===== src/rtl/trdb_packet_scheduler_pkg.sv =====
// Shared types and constants for the trace-encoder packet scheduler.
package trdb_packet_scheduler_pkg;

  localparam int unsigned BMAP_LEN     = 31;
  localparam int unsigned BRANCH_CNT_W = 5;

  typedef enum logic [1:0] {
    F_OPT_EXT    = 2'h0,
    F_DIFF_DELTA = 2'h1,
    F_ADDR_ONLY  = 2'h2,
    F_SYNC       = 2'h3
  } trdb_format_e;

  typedef enum logic [1:0] {
    SF_START   = 2'h0,
    SF_TRAP    = 2'h1,
    SF_CONTEXT = 2'h2,
    SF_RES     = 2'h3
  } trdb_f_sync_subformat_e;

  typedef enum logic [1:0] {
    SF_PBC  = 2'h0,
    SF_RES1 = 2'h1,
    SF_RES2 = 2'h2,
    SF_RES3 = 2'h3
  } trdb_f_opt_ext_subformat_e;

  typedef enum logic [1:0] {
    StIdle  = 2'h0,
    StStart = 2'h1,
    StRun   = 2'h2,
    StFlush = 2'h3
  } trdb_sched_state_e;

  typedef struct packed {
    trdb_format_e              format;
    logic [1:0]                subformat;
    logic [BRANCH_CNT_W-1:0]   branches;
    logic [BMAP_LEN-1:0]       bmap;
  } trdb_pkt_desc_t;

  // A completely full map is reported as a branch count of zero.
  function automatic logic [BRANCH_CNT_W-1:0] enc_branches(input logic [BRANCH_CNT_W-1:0] cnt);
    return (cnt == BRANCH_CNT_W'(BMAP_LEN)) ? '0 : cnt;
  endfunction

  function automatic trdb_pkt_desc_t mk_desc(input trdb_format_e fmt, input logic [1:0] sub,
                                             input logic [BRANCH_CNT_W-1:0] br,
                                             input logic [BMAP_LEN-1:0] map);
    trdb_pkt_desc_t d;
    d.format    = fmt;
    d.subformat = sub;
    d.branches  = br;
    d.bmap      = map;
    return d;
  endfunction

endpackage


===== src/rtl/trdb_branch_map.sv =====
// Branch map accumulator: bit i holds ~taken of the i-th recorded branch.
module trdb_branch_map
  import trdb_packet_scheduler_pkg::*;
(
  input  logic                    clk_i,
  input  logic                    rst_ni,
  input  logic                    push_i,
  input  logic                    taken_i,
  input  logic                    clear_i,
  output logic [BMAP_LEN-1:0]     map_o,
  output logic [BRANCH_CNT_W-1:0] count_o,
  output logic                    full_o
);

  logic [BMAP_LEN-1:0]     map_q, map_d;
  logic [BRANCH_CNT_W-1:0] count_q, count_d;

  always_comb begin
    map_d   = map_q;
    count_d = count_q;
    if (push_i) begin
      map_d[count_q] = ~taken_i;
      count_d        = count_q + BRANCH_CNT_W'(1);
    end
  end

  // Outputs include a branch pushed this cycle so a same-cycle packet carries it.
  assign map_o   = map_d;
  assign count_o = count_d;
  assign full_o  = (count_d == BRANCH_CNT_W'(BMAP_LEN));

  always_ff @(posedge clk_i or negedge rst_ni) begin
    if (!rst_ni) begin
      map_q   <= '0;
      count_q <= '0;
    end else if (clear_i) begin
      map_q   <= '0;
      count_q <= '0;
    end else begin
      map_q   <= map_d;
      count_q <= count_d;
    end
  end

endmodule


===== src/rtl/trdb_packet_scheduler.sv =====
// Per-retirement packet format scheduler: picks the packet type, tracks the branch
// map and resync counter, and hands one descriptor at a time to the payload builder.
module trdb_packet_scheduler
  import trdb_packet_scheduler_pkg::*;
#(
  parameter int unsigned BMAP_LEN = 31,
  parameter int unsigned RESYNC_W = 16
) (
  input  logic                clk_i,
  input  logic                rst_ni,
  input  logic                enable_i,
  input  logic                retire_i,
  input  logic                is_branch_i,
  input  logic                taken_i,
  input  logic                trap_i,
  input  logic                ctx_change_i,
  input  logic                updiscon_i,
  input  logic [RESYNC_W-1:0] resync_period_i,
  output logic                pkt_valid_o,
  input  logic                pkt_ready_i,
  output logic [1:0]          pkt_format_o,
  output logic [1:0]          pkt_subformat_o,
  output logic [4:0]          pkt_branches_o,
  output logic [BMAP_LEN-1:0] pkt_bmap_o,
  output logic                stall_o,
  output logic                overflow_o
);

  trdb_sched_state_e       state_q, state_d;
  trdb_pkt_desc_t          desc_q, desc_d, diff_desc;
  trdb_f_sync_subformat_e  sync_sub_q, sync_sub_d, sync_sub;
  logic                    valid_q, valid_d;
  logic [RESYNC_W-1:0]     rcnt_q, rcnt_d;
  logic                    rpend_q, rpend_d;
  logic                    ovf_q, ovf_d;
  logic                    stall, out_free, sampled, period_hit, resync_pend, sync_ev;
  logic                    map_push, map_clear, map_full;
  logic [BMAP_LEN-1:0]     map_bits;
  logic [BRANCH_CNT_W-1:0] map_cnt;

  assign stall       = (valid_q & ~pkt_ready_i) | (state_q == StFlush);
  assign out_free    = ~valid_q | pkt_ready_i;
  assign sampled     = retire_i & ~stall;
  assign period_hit  = (resync_period_i != '0) && (rcnt_q == resync_period_i - RESYNC_W'(1));
  assign resync_pend = rpend_q | period_hit;
  assign sync_ev     = trap_i | resync_pend | ctx_change_i;
  assign sync_sub    = trap_i ? SF_TRAP : (resync_pend ? SF_START : SF_CONTEXT);
  assign map_push    = (state_q == StRun) & enable_i & sampled & is_branch_i;
  assign diff_desc   = mk_desc(F_DIFF_DELTA, 2'b00, enc_branches(map_cnt), map_bits);

  trdb_branch_map u_branch_map (
    .clk_i   (clk_i),
    .rst_ni  (rst_ni),
    .push_i  (map_push),
    .taken_i (taken_i),
    .clear_i (map_clear),
    .map_o   (map_bits),
    .count_o (map_cnt),
    .full_o  (map_full)
  );

  always_comb begin
    state_d    = state_q;
    valid_d    = valid_q & ~pkt_ready_i;
    desc_d     = desc_q;
    sync_sub_d = sync_sub_q;
    rcnt_d     = rcnt_q;
    rpend_d    = rpend_q | period_hit;
    ovf_d      = ovf_q | (retire_i & stall);
    map_clear  = 1'b0;
    case (state_q)
      StIdle: if (enable_i) state_d = StStart;
      StStart: begin
        if (!enable_i) begin
          state_d = StIdle;
        end else if (sampled) begin
          valid_d   = 1'b1;
          desc_d    = mk_desc(F_SYNC, SF_START, '0, '0);
          map_clear = 1'b1;
          rcnt_d    = '0;
          rpend_d   = 1'b0;
          state_d   = StRun;
        end
      end
      StRun: begin
        if (!enable_i) begin
          // Drain a non-empty map before going idle; wait for the output slot if busy.
          if (map_cnt == '0) begin
            state_d = StIdle;
          end else if (out_free) begin
            valid_d   = 1'b1;
            desc_d    = diff_desc;
            map_clear = 1'b1;
            state_d   = StIdle;
          end
        end else if (sampled) begin
          if (resync_period_i != '0 && rcnt_q != '1) rcnt_d = rcnt_q + RESYNC_W'(1);
          if (sync_ev) begin
            map_clear = 1'b1;
            valid_d   = 1'b1;
            if (map_cnt != '0) begin
              desc_d     = diff_desc;
              sync_sub_d = sync_sub;
              state_d    = StFlush;
            end else begin
              desc_d = mk_desc(F_SYNC, sync_sub, '0, '0);
              if (sync_sub == SF_START) begin
                rcnt_d  = '0;
                rpend_d = 1'b0;
              end
            end
          end else if (updiscon_i) begin
            map_clear = 1'b1;
            valid_d   = 1'b1;
            desc_d    = (map_cnt != '0) ? diff_desc : mk_desc(F_ADDR_ONLY, 2'b00, '0, '0);
          end else if (map_full) begin
            map_clear = 1'b1;
            valid_d   = 1'b1;
            desc_d    = diff_desc;
          end
        end
      end
      StFlush: begin
        if (out_free) begin
          valid_d = 1'b1;
          desc_d  = mk_desc(F_SYNC, sync_sub_q, '0, '0);
          if (sync_sub_q == SF_START) begin
            rcnt_d  = '0;
            rpend_d = 1'b0;
          end
          state_d = enable_i ? StRun : StIdle;
        end
      end
      default: state_d = StIdle;
    endcase
    if (state_d == StIdle && state_q != StIdle) ovf_d = 1'b0;
  end

  always_ff @(posedge clk_i or negedge rst_ni) begin
    if (!rst_ni) begin
      state_q    <= StIdle;
      valid_q    <= 1'b0;
      desc_q     <= '0;
      sync_sub_q <= SF_START;
      rcnt_q     <= '0;
      rpend_q    <= 1'b0;
      ovf_q      <= 1'b0;
    end else begin
      state_q    <= state_d;
      valid_q    <= valid_d;
      desc_q     <= desc_d;
      sync_sub_q <= sync_sub_d;
      rcnt_q     <= rcnt_d;
      rpend_q    <= rpend_d;
      ovf_q      <= ovf_d;
    end
  end

  assign pkt_valid_o     = valid_q;
  assign pkt_format_o    = desc_q.format;
  assign pkt_subformat_o = desc_q.subformat;
  assign pkt_branches_o  = desc_q.branches;
  assign pkt_bmap_o      = desc_q.bmap;
  assign stall_o         = stall;
  assign overflow_o      = ovf_q;

endmodule


===== config.mk =====
export PLATFORM = sky130hd
export DESIGN_NAME = trdb_packet_scheduler
export DESIGN_NICKNAME = d
export VERILOG_FILES = /design/src/rtl/trdb_packet_scheduler_pkg.sv /design/src/rtl/trdb_branch_map.sv /design/src/rtl/trdb_packet_scheduler.sv
export SDC_FILE = /design/constraint.sdc
export NUM_CORES = 1
export LEC_CHECK = 0
export BUFFER_PORTS_ARGS = -buffer_cell sky130_fd_sc_hd__buf_4
export CAP_MARGIN = 20
export CELL_PAD_IN_SITES_DETAIL_PLACEMENT = 0
export CELL_PAD_IN_SITES_GLOBAL_PLACEMENT = 1
export CORE_MARGIN = 2
export CORE_UTILIZATION = 46
export CTS_CLUSTER_SIZE = 25
export DETAILED_ROUTE_END_ITERATION = 12
export HOLD_SLACK_MARGIN = 0.02
export MAX_ROUTING_LAYER = met4
export PLACE_DENSITY = 0.8
export SYNTH_ARGS = -nofsm -noshare
export SYNTH_HDL_FRONTEND = slang
export SYNTH_SLANG_ARGS = --single-unit

===== constraint.sdc =====
create_clock -name clk_i -period 3.17 [get_ports clk_i]
set_input_delay 0.317 -clock clk_i [delete_from_list [all_inputs] [get_ports clk_i]]
set_output_delay 0.317 -clock clk_i [all_outputs]
set_load 0.03 [all_outputs]

## Word-level counts from Yosys, hierarchy flattened

Cells that the tools add are included.

- Reduce and logical (&&, ||, !) cells: 16
- Multiplexer cells: 77
- Bitwise gates (word level): 16
- Equality and inequality tests: 16
- $lt $le $gt $ge: 2
- Add/sub/neg operators: 3

Operator list:

| cell | number |
|---|---|
| $mux W40 | 12 |
| $mux W16 | 10 |
| $pmux W40 S3 | 1 |
| $mux W31 | 2 |
| $pmux W16 S3 | 1 |
| $bwmux W31 | 1 |
| $mux W1 | 29 |
| $mux W2 | 13 |
| $add A16 B1 Y16 const B | 1 |
| $eq A16 B16 Y1 | 1 |
| $ne A16 B16 Y1 const B | 1 |
| $reduce_bool A16 Y1 | 1 |
| $sub A16 B1 Y16 const B | 1 |
| $mux W5 | 3 |
| $ne A2 B2 Y1 const B | 5 |
| $ne A3 B3 Y1 const B | 3 |
| $logic_not A2 Y1 | 4 |
| $pmux W2 S4 | 1 |
| $reduce_and A8 Y1 | 1 |
| $reduce_and A7 Y1 | 1 |
| $and A1 B1 Y1 | 6 |
| $lt A5 B6 Y1 const B | 1 |
| $or A1 B1 Y1 | 6 |
| $pmux W1 S3 | 2 |
| other kinds (16) | 23 |

- Bits in registers: 99
- Word-level logic and storage cells: 142
- Input port bits: 26

## Longest topological paths before layout

- Depth after elaboration: 17
- Gate-level depth with buffers: 12

## Modules after synthesis

Synthesis repeated with hierarchy kept, for this count alone.

- Cell total of the unflattened synthesis: 688
- Area total of the unflattened synthesis: 6159.7 um^2

By module, submodules not included:

| module | instances | area an instance (um^2) | cells each | seq. area each (um^2) |
|---|---|---|---|---|
| trdb_packet_scheduler | 1 | 4224.1 | 465 | 1576.5 |
| trdb_branch_map | 1 | 1935.6 | 223 | 900.9 |

## Worst setup path before layout

OpenSTA, ideal clock, no wires.

- Kind: flip-flop to flip-flop
- Start: register state_q[0]
- End: register desc_q (netlist bit pkt_branches_o[3])
- Buffers on the path: 2
- Data arrival time: 2.700 ns
- Setup slack: 0.342 ns
- Stages on the path, launching flop included: 12
- Path through: dfrtp_1 inv_1 ha_1 and4b_1 buf_4 and4_4 mux2i_2 nor2_2 a311oi_2 o21a_4 buf_6 mux2_1

- Word-level cells in the longest chain between the ends: 15
- Elaborated cells between the ends (all ways): 33
- Those cells by class: eq/ne (11); mux (12); bitwise (6); reduce/logical (4)

RTL lines:

| element | line | text |
|---|---|---|
| start, declared | trdb_packet_scheduler.sv:29 | `trdb_sched_state_e state_q, state_d;` |
| start signal, assigned | trdb_packet_scheduler.sv:141 | `state_q <= StIdle;` |
| start signal, assigned | trdb_packet_scheduler.sv:149 | `state_q <= state_d;` |
| $eq A2 B2 Y1 | trdb_packet_scheduler.sv:41, trdb_packet_scheduler.sv:71 |  |
| $or A1 B1 Y1 | trdb_packet_scheduler.sv:41 | `assign stall = (valid_q & ~pkt_ready_i) \| (state_q == StFlush);` |
| $not A1 Y1 | trdb_packet_scheduler.sv:43 | `assign sampled = retire_i & ~stall;` |
| $and A1 B1 Y1 | trdb_packet_scheduler.sv:43 |  |
| $and A1 B1 Y1 (2 in series) | trdb_packet_scheduler.sv:48 | `assign map_push = (state_q == StRun) & enable_i & sampled & is_branch_i;` |
| $mux W5 | trdb_branch_map.sv:21 | `if (push_i) begin` |
| $eq A5 B5 Y1 | trdb_packet_scheduler_pkg.sv:44, trdb_branch_map.sv:30 |  |
| $mux W5 | trdb_packet_scheduler_pkg.sv:44 | `return (cnt == BRANCH_CNT_W'(BMAP_LEN)) ? '0 : cnt;` |
| $mux W40 (on tied branches) | trdb_packet_scheduler.sv:116, trdb_packet_scheduler.sv:115 |  |
| $mux W40 | trdb_packet_scheduler.sv:112 | `end else if (updiscon_i) begin` |
| $mux W40 | trdb_packet_scheduler.sv:98 | `if (sync_ev) begin` |
| $mux W40 | trdb_packet_scheduler.sv:96 | `end else if (sampled) begin` |
| $mux W40 | trdb_packet_scheduler.sv:86 | `if (!enable_i) begin` |
| $pmux W40 S3 | trdb_packet_scheduler.sv:71 | `case (state_q)` |
| end signal, assigned | trdb_packet_scheduler.sv:151 | `desc_q <= desc_d;` |
| end, declared | trdb_packet_scheduler.sv:30 | `trdb_pkt_desc_t desc_q, desc_d, diff_desc;` |

Parallel ways exist; a longest one is shown, timed or not. The select of a mux whose other input is x is not followed.
A chain may end at the register's enable or synchronous reset.

## Worst setup path after layout

- Start: register state_q[0]
- End: register desc_q (netlist bit pkt_bmap_o[9])

- Word-level cells in the longest chain between the ends: 14
- Elaborated cells between the ends (all ways): 33
- Those cells by class: eq/ne (11); mux (12); bitwise (6); reduce/logical (4)

RTL lines:

| element | line | text |
|---|---|---|
| $eq A2 B2 Y1 | trdb_packet_scheduler.sv:41, trdb_packet_scheduler.sv:71 |  |
| $or A1 B1 Y1 | trdb_packet_scheduler.sv:41 |  |
| $not A1 Y1 | trdb_packet_scheduler.sv:43 |  |
| $and A1 B1 Y1 | trdb_packet_scheduler.sv:43 |  |
| $and A1 B1 Y1 (2 in series) | trdb_packet_scheduler.sv:48 |  |
| $mux W5 | trdb_branch_map.sv:21 |  |
| $reduce_bool A5 Y1 | trdb_packet_scheduler.sv:101, trdb_packet_scheduler.sv:115 |  |
| $mux W40 | trdb_packet_scheduler.sv:115 | `desc_d = (map_cnt != '0) ? diff_desc : mk_desc(F_ADDR_ONLY, 2'b00, '0, '0);` |
| $mux W40 | trdb_packet_scheduler.sv:112 |  |
| $mux W40 | trdb_packet_scheduler.sv:98 |  |
| $mux W40 | trdb_packet_scheduler.sv:96 |  |
| $mux W40 | trdb_packet_scheduler.sv:86 |  |
| $pmux W40 S3 | trdb_packet_scheduler.sv:71 |  |

Parallel ways exist; a longest one is shown, timed or not. The select of a mux whose other input is x is not followed.

==> flow_summary_export.csv <==
group,metric,value,unit
outcome,status,"finished with violations",
outcome,violations,"hold timing",
power_and_ir_drop,total_power,4.23,mW
sta,setup_tns,0,ns
yosys,async_reset_ff_share,100,%
yosys,seq_area_frac_synth,36.8,%
worst_setup_path,ff2ff_setup_slack,0.20,ns
power_and_ir_drop,powerDensity,548,mW/mm2
worst_setup_path,cp.arrival,3.20,ns
power_and_ir_drop,vdd_drop_max,0.000270,V
power_and_ir_drop,switchingPower,1.70,mW
detailed_routing,first_pass_iters,5,
yosys,yosysUniqueCellTypes,78,
sta,slew_violations,0,
worst_setup_path,crit-reg2reg-launch,"state_q[0]",
yosys,ys_seq_elements,99,
sta,setup_ws,0.204,ns
clock_tree,cts-buffers-inserted,9,
floorplan,core_area,0.0144,mm2
worst_setup_path,cp-start-kind,"flip-flop",
power_and_ir_drop,power.internal,2.53,mW
power_and_ir_drop,comb_power_share,40.3,%
detailed_routing,drc,0,
sta,fin_hold_ws,-0.0159,ns
worst_setup_path,worst-r2r-cell-count,10,
worst_setup_path,crit_type,"reg -> reg",
yosys,synthCells,725,
power_and_ir_drop,swShare,40.2,%
worst_setup_path,cpLargestDelayFamily,"compound AO/OA/AOI/OAI gates",
yosys,ys.flop_type,"dfrtp_1",
place,place_ws,0.172,ns
sta,finClkSkew,0.00843,ns
clock_tree,cts.path.max_buffers,2,
layout,drive_gt1_share,22.2,%
sta,worstMarginPinSlew,0.612,ns
place,dpl.cell_count,945,
layout,antennaDiodeCount,0,
yosys,yosys_warnings,0,
clock_tree,clock_sinks,99,
clock_tree,cts_hold_buf,0,
worst_setup_path,cp-end-kind,"flip-flop",
clock_tree,path_clk_slew,0.07,ns
global_route,grt_overflow,0,
layout,final_nets,809,
worst_setup_path,crit_chain,"inv_1, ha_1, and4b_2, and4_4, mux2i_2, nor2_2, a311oi_2, o21a_4, buf_4, o32ai_2",
hold_path,hp-class,"in -> async",
layout,area_growth,15.0,%
global_route,grt_max_degree,100,
layout,final_common_cell,"dfrtp_1",
yosys,netlist_area,0.00672,mm2
global_route,grt_pass1_wl,29.1,mm
layout,final_cell_mix,"dfrtp_1 (99), buf_4 (91), inv_1 (80)",
clock_tree,post-cts-setup-buffer-count,0,
floorplan,start_util,46.6,%
worst_setup_path,cp_num_buf_inv,2,
place,place_congestion,0.877,
power_and_ir_drop,clock_power_share,24.7,%
yosys,syn_nets,761,
worst_setup_path,critPathMaxStageDelay,0.43,ns
floorplan,dieHeight,125,um
floorplan,rows,44,
floorplan,dieArea,0.0156,mm2
detailed_routing,vias,5765,
place,io_buffers,68,
global_route,grtUsageTotal,23.4,%
layout,stdcell_count,962,
global_route,antenna_found_initial,0,
clock_tree,htree_levels,3,
clock_tree,cts_tree,"yes",
floorplan,ios,69,
place,dpl.hpwl,11.5,mm
worst_setup_path,cp_num_cells,10,
sta,rsz0062_at_grt,"false",
power_and_ir_drop,power_frac_seq,35.0,%
worst_setup_path,crit_slowest_cell,"dfrtp_1",
sta,period_share,93.6,%
detailed_routing,wl_per_cell,18.1,um
detailed_routing,drtIter0Drc,427,
clock_tree,clk_latency,0.35,ns
detailed_routing,detail-route-antenna-nets,0,
detailed_routing,drt-total-wl,17.4,mm
detailed_routing,via_per_inst,5.99,
sta,fmax,0.337,GHz
worst_setup_path,cp_max_fo,11,
worst_setup_path,r2r-end,"pkt_bmap_o[9]",
sta,relSlewSlack,59.1,%
global_route,grt_pass1_vias,5696,
worst_setup_path,cp.required,3.40,ns
clock_tree,cts_root_buffer,"clkbuf_16",
sta,hold_viol_final,8,
power_and_ir_drop,power_leakage,3.46,nW
sta,setup_viol,0,
run,max_cap_violations,0,
yosys,synth_edf_count,0,
yosys,avgSynthCellArea,9.27,um2
floorplan,die_w,125,um
sta,min_period,2.97,ns
cells by family after synthesis:
kind of cell,after synthesis,synth area share (%)
flip-flops,99,36.8
multiplexers,17,2.81
buffers and inverters,140,8.93
XOR/XNOR,25,3.26
AND/OR/NAND/NOR,219,17.9
AO/OA/AOI/OAI,215,28.4
adder cells (fa/ha/maj),10,1.86
per-layer routing:
metal,global-route usage (%),vias up,part of all wire [%]
li1,-,2774,-
met1,32.2,2843,47
met2,36.4,135,48
met3,3.14,13,4.1
met4,6.67,0,0.98
met5,-,-,0
worst max path at each step:
stage / from / to / slack [ns]
detailed placement: state_q[0] / pkt_bmap_o[9] / 0.17
finish: state_q[0] / pkt_bmap_o[9] / 0.20
global route: state_q[0] / pkt_bmap_o[7] / 0.04
floorplan: state_q[0] / pkt_branches_o[3] / 0.34
CTS: state_q[0] / pkt_bmap_o[9] / 0.16
global placement: state_q[0] / pkt_bmap_o[5] / 0.26
cell usage after synthesis, types with 3 or more instances:
cell	number	area, um2
clkbuf_1	40	150
mux2_2	5	56.3
o41ai_1	35	307
dfrtp_1	99	2480
and2_1	11	68.8
nor2_1	31	116
or3_1	4	25.0
o21ai_0	47	235
buf_6	7	78.8
nand4_1	14	87.6
o211ai_1	8	60.1
nor2b_1	4	25.0
buf_2	9	45.0
xor2_1	13	114
nor3b_1	5	37.5
nand3_1	43	215
a21oi_1	10	50.1
nor4_4	3	63.8
o32ai_2	30	488
mux2_1	4	45.0
xnor2_1	12	105
and4_1	4	35.0
buf_4	3	22.5
o31a_1	34	298
and3_1	8	50.1
nand2_1	53	199
nor4_1	4	25.0
o221ai_1	9	78.8
nor3_1	14	70.1
inv_1	80	300
nand3b_1	5	37.5
mux2i_1	6	60.1
ha_1	10	125
state kept, by name (all words and copies together), names as in the netlist:
name	flops
pkt_bmap_o	31
u_branch_map.map_q	31
rcnt_q	16
pkt_branches_o	5
u_branch_map.count_q	5
pkt_format_o	2
pkt_subformat_o	2
state_q	2
sync_sub_q	2
overflow_o	1
pkt_valid_o	1
rpend_q	1
stage by stage:
step | util, % | cell area (um2)
after detailed placement | 51.6 | 7450
after global placement | 51.6 | 7450
final | 53.6 | 7730
after floorplan | - | 6720
after CTS | 53.5 | 7720
after global routing | 53.6 | 7730
worst register-to-register path, stage by stage, from the launching register on:
cell	delay, ns
dfrtp_1	0.43
inv_1	0.13
ha_1	0.17
and4b_2	0.34
and4_4	0.28
mux2i_2	0.30
nor2_2	0.08
a311oi_2	0.43
o21a_4	0.33
buf_4	0.25
o32ai_2	0.11
power groups by stage:
stage | clock (mW) | combinational (mW) | sequential (mW)
detailed placement | 0 | 1.70 | 1.51
global placement | 0 | 1.67 | 1.50
floorplan | 0 | 1.17 | 1.55
finish | 1.04 | 1.71 | 1.48
global route | 1.11 | 1.85 | 1.50
CTS | 1.06 | 1.71 | 1.48
layout make-up:
type | count | area, um2
tap | 184 | 230
clock buffer | 11 | 233
fill | 1346 | 6690
multi-input combinational | 486 | 3660
sequential | 99 | 2480
inverter | 80 | 300
timing repair buffer | 97 | 795
clock inverter | 5 | 38.8
timing repair:
item,in CTS,in global routing
gates resized for setup,0,2
setup endpoints to repair,0,31
endpoints found under the hold margin,0,0
Power figures use the tool's default switching activity.
